===== src/rtl/fetch_sequencer.sv =====
// fetch_sequencer: PC sequencing FSM with fetch/data hold, sticky halt and retire counter
module fetch_sequencer #(
  parameter logic [31:0] PC_INIT  = 32'h0000_0000,
  parameter int          RETIRE_W = 32
) (
  input  logic                CLK,
  input  logic                nRST,
  input  logic [31:0]         pc,
  input  logic                ihit,
  input  logic                dhit,
  input  logic                dmem_req,
  input  logic                jump_valid,
  input  logic [31:0]         jump_target,
  input  logic                branch_taken,
  input  logic [31:0]         branch_offset,
  input  logic                halt_instr,
  output logic                pc_adv,
  output logic [31:0]         next_pc,
  output logic                imemREN,
  output logic [31:0]         imemaddr,
  output logic                dmem_en,
  output logic                halt,
  output logic [RETIRE_W-1:0] retired
);
  typedef enum logic [1:0] {FETCH, DATA, HALTED} state_t;
  state_t state;
  logic retire;
  logic [31:0] seq_pc;
  logic unused_pc_init;
  assign unused_pc_init = ^PC_INIT;
  assign imemaddr = pc;
  assign halt = state == HALTED;
  // Next-PC select and per-cycle enables; everything drops while reset is held
  always_comb begin
    seq_pc  = pc + 32'd4;
    next_pc = jump_valid ? jump_target : branch_taken ? seq_pc + branch_offset : seq_pc;
    imemREN = nRST && state == FETCH;
    dmem_en = nRST && state == DATA;
    pc_adv  = nRST && (state == FETCH ? ihit && !halt_instr && !dmem_req : state == DATA && dhit);
    retire  = state == FETCH ? ihit && (halt_instr || !dmem_req) : state == DATA && dhit;
  end
  // State transitions and retire counting
  always_ff @(posedge CLK or negedge nRST) begin
    if (!nRST) begin
      state   <= FETCH;
      retired <= '0;
    end else begin
      if (retire) retired <= retired + 1'b1;
      if (state == FETCH && ihit) state <= halt_instr ? HALTED : dmem_req ? DATA : FETCH;
      else if (state == DATA && dhit) state <= FETCH;
    end
  end
endmodule


===== config.mk =====
export PLATFORM = sky130hd
export DESIGN_NAME = fetch_sequencer
export DESIGN_NICKNAME = d
export VERILOG_FILES = /design/src/rtl/fetch_sequencer.sv
export SDC_FILE = /design/constraint.sdc
export NUM_CORES = 1
export LEC_CHECK = 0
export BUFFER_PORTS_ARGS = -buffer_cell sky130_fd_sc_hd__buf_4
export CORE_MARGIN = 4
export CORE_UTILIZATION = 45
export CTS_BUF_LIST = sky130_fd_sc_hd__clkbuf_2
export CTS_CLUSTER_SIZE = 30
export DETAILED_ROUTE_END_ITERATION = 10
export PLACE_DENSITY = 0.79
export SLEW_MARGIN = 30
export SYNTH_ARGS = -nofsm -noshare
export SYNTH_HDL_FRONTEND = slang
export SYNTH_SLANG_ARGS = --single-unit

===== constraint.sdc =====
create_clock -name CLK -period 4.1 [get_ports CLK]
set_input_delay 0.615 -clock CLK [delete_from_list [all_inputs] [get_ports CLK]]
set_output_delay 0.615 -clock CLK [all_outputs]
set_load 0.01 [all_outputs]

==> out/qor.txt <==
status -> finished with violations
failing checks -> negative setup slack
CTS buffer count -> 5
post-route ant nets -> 0
fin nets -> 1035
largest net degree at the start of global routing -> 36
critical path class -> input pin to primary output
# DRC -> 0
Cells after Synth -> 596
Die Y -> 110 um
Tot Pwr -> 0.00164 W
XOR/XNOR share of the synthesized area -> 14.9%
Post-Route WL -> 19600 um
#FFs+latches synth -> 34
area post-placement -> 0.00684 sq mm
chip width -> 110 um
Synth warnings -> 0
VDD IR-drop max -> 213 uV
layout cells sized above 1 -> 53.4%
DRT Pass-1 Iters -> 5
Slew Viols, Final -> 0
Crit. End Element -> primary output
Register Area -> 851 sq um
Filler Cell Count -> 655
via count -> 5949
grt total ovfl -> 0
clock-pin slew on the worst setup and hold paths -> 0.19 ns
Main synth FF type -> dfrtp_1
CP Data Arrival Time -> 3.73 ns
Skew-Pair Late Insertion Delay -> 0.39 ns
global placement routability congestion -> 1.00
gr usage total -> 28.2%
Power Density -> 208 mW/mm^2
startpoint types -> input pin
Design Area, Final -> 0.00789 sq mm
hold_buf cts -> 0
unrepaired setup endpoints after global routing -> yes
Worst EP required -> 3.48 ns
post-synth cell types -> 66
Max-slew headroom -> 63.0%
Antenna Cells -> 0
CP cell instances -> buf_6 -> and3_4 -> nand4_1 -> nor2_1 -> nand3_1 -> xnor2_2 -> ha_1 -> buf_4 -> nand4_1 -> nor3_2 -> nand3_1 -> and3_4 -> buf_6 -> o21bai_4 -> mux2i_4 -> nor2_1 -> buf_4
MaxCap Viol Count -> 0
Final WS setup -> -0.250 ns
Initial Utilization -> 47.1%
Yosys top cell by area -> dfrtp_1
Post-DP HPWL -> 14300 um
worst slew pin tran -> 0.553 ns
Clock Sinks -> 34
vias per inst -> 5.82
die footprint -> 0.0121 sq mm
CTS H-tree lvls -> 2
CTS tree -> built
asr flop ratio synth -> 100%
Synth Area per Inst -> 7.86 sq um
area delta synth->final -> 68.3%
# setup viols final -> 13
min Tclk post-route -> 4.35 ns
leakage -> 3.81 nW
Final Util -> 79.2%
Root Buffer -> clkbuf_2
Multi-input gate area -> 0.00417 sq mm
skew final -> 0.0201 ns
Iteration-0 DRC Markers -> 516
largest family of logic cells by synthesized area -> simple AND/OR/NAND/NOR gates
sequential share of the synthesized area -> 18.2%
Fmax -> 230 MHz
routed len/inst -> 19.1 um
Post-Synth Simple-Gate Area -> 26.0%
Crit path max-delay family -> simple AND/OR/NAND/NOR gates
core outline area -> 0.00995 sq mm
WP buf/inv -> 4
antenna violations before repair -> 0
slowest cell delay on critical path -> 0.35 ns
first-pass GRT wire length -> 27100 um
Final Cycle Share -> 106%
IO Count -> 204
Slowest-stage cell, CP -> ha_1
Netlist Area Pre-Place -> 0.00469 sq mm
Adder-Cell Fraction of Synth Area -> 11.4%
vias in the first global route -> 5819
Yosys top cell area share -> 18.2%
CTS Buffer Depth -> 2
Tightest Hold Check Type -> input pin to async pin
Rows -> 36
multiplexer share of the synthesized area -> 3.28%
Synth Area in Compound Gates -> 18.4%
critical path fanouts, max -> 5
Post-synth EDFFs -> 0
Buffers on Ports -> 203
ranking of synthesized cells by area -> dfrtp_1, xnor2_1, ha_1, buf_4, nand2_1
Fin. Hold Viols -> 0
syn_nets -> 742
-- layer usage --
layer / share of wire (%) / vias to the layer above / track usage, %
li1: - / 2678 / -
met1: 37 / 2829 / 33.3
met2: 51 / 363 / 51.2
met3: 8.0 / 79 / 4.14
met4: 4.2 / 0 / 11.0
met5: 0 / - / 0
-- cell usage after synthesis (all sizes together) (6+ instances only) --
library cell  instances
a21o                 14
a21oi                42
a31oi                 7
and3                 17
and4                  6
buf                  37
clkbuf               10
dfrtp                34
ha                   41
inv                  16
mux2                  8
mux2i                 6
nand2                65
nand2b                6
nand3                45
nand4                17
nor2                 46
nor2b                 9
nor3                  7
o21ai                27
o22ai                 6
xnor2                59
xor2                 21
-- power breakdown --
group	switching (W)	internal (W)	total (W)
combinational	0.000481	0.000501	0.000981
sequential	0.0000273	0.000354	0.000381
clock	0.000117	0.000165	0.000282
total	0.000625	0.00102	0.00164
-- cell families (layout without fill, tap and decap cells) --
group | count (synthesis) | in the layout
adder cells (fa/ha/maj) | 42 | 42
buffers and inverters | 65 | 359
AO/OA/AOI/OAI | 128 | 128
XOR/XNOR | 80 | 80
AND/OR/NAND/NOR | 233 | 233
flip-flops | 34 | 34
multiplexers | 14 | 14
-- stage by stage --
step                setup slack (ns)  std cells  hold slack [ns]  setup TNS, ns
floorplan                    0.00451        596            0.319              0
global placement              -0.328        983            0.465          -1.91
global route                  -0.364       1023            0.106          -3.45
CTS                           -0.136       1007            0.111         -0.510
detailed placement            -0.341        983            0.466          -2.65
finish                        -0.250       1023            0.124          -1.79
-- sequential cells by signal, summed over array words and instances, names as in the netlist --
signal,count
retired,32
state,2
-- repair_timing --
action                                  in CTS  in global routing
pin swaps                                   50                 70
endpoints found under the setup margin      17                 19
endpoints found under the hold margin        0                  0
resized for setup                           49                 93
setup buffers                               17                 16
-- final timing paths --
check	from	to	slack, ns	depth (start not counted)
hold reg to reg	retired[31]	retired[31]	0.49	1
hold / removal	nRST	retired[8]	0.12	1
setup reg to reg	state[0]	retired[19]	1.85	8
min in group CLK	halt_instr	state[1]	0.44	2
setup / recovery	pc[8]	next_pc[29]	-0.25	17
max in group asynchronous	nRST	retired[20]	3.65	1
-- cell type report --
type,instances,area share [%]
multi-input combinational,497,52.8
clock inverter,3,0.872
tap,133,2.11
timing repair buffer,333,32.3
clock buffer,5,0.317
sequential,34,10.8
inverter,18,0.856
-- layout by cell type, fill, tap and decap left out, types with 5 or more instances in the layout --
master / Yosys / layout
a21o_1: 14 / 14
a31oi_1: 7 / 5
dfrtp_1: 34 / 34
o21ai_0: 23 / 14
nand3_2: 0 / 8
ha_4: 0 / 9
nand2b_1: 6 / 6
ha_1: 41 / 29
mux2_2: 7 / 6
and4_1: 5 / 5
clkbuf_2: 0 / 5
nand4_1: 16 / 16
nand2_1: 63 / 58
a21oi_2: 3 / 11
nand2_2: 2 / 7
a21oi_1: 38 / 26
nand3_1: 45 / 36
nor2_4: 1 / 6
o21ai_2: 0 / 10
xor2_1: 21 / 17
and3_1: 16 / 13
buf_6: 0 / 12
nor3_2: 1 / 5
buf_4: 32 / 321
xnor2_2: 0 / 14
inv_1: 16 / 15
o22ai_1: 6 / 5
a21oi_4: 1 / 5
nor2_1: 43 / 37
xnor2_1: 59 / 44
Note: power is estimated with default switching activity, not from simulation.
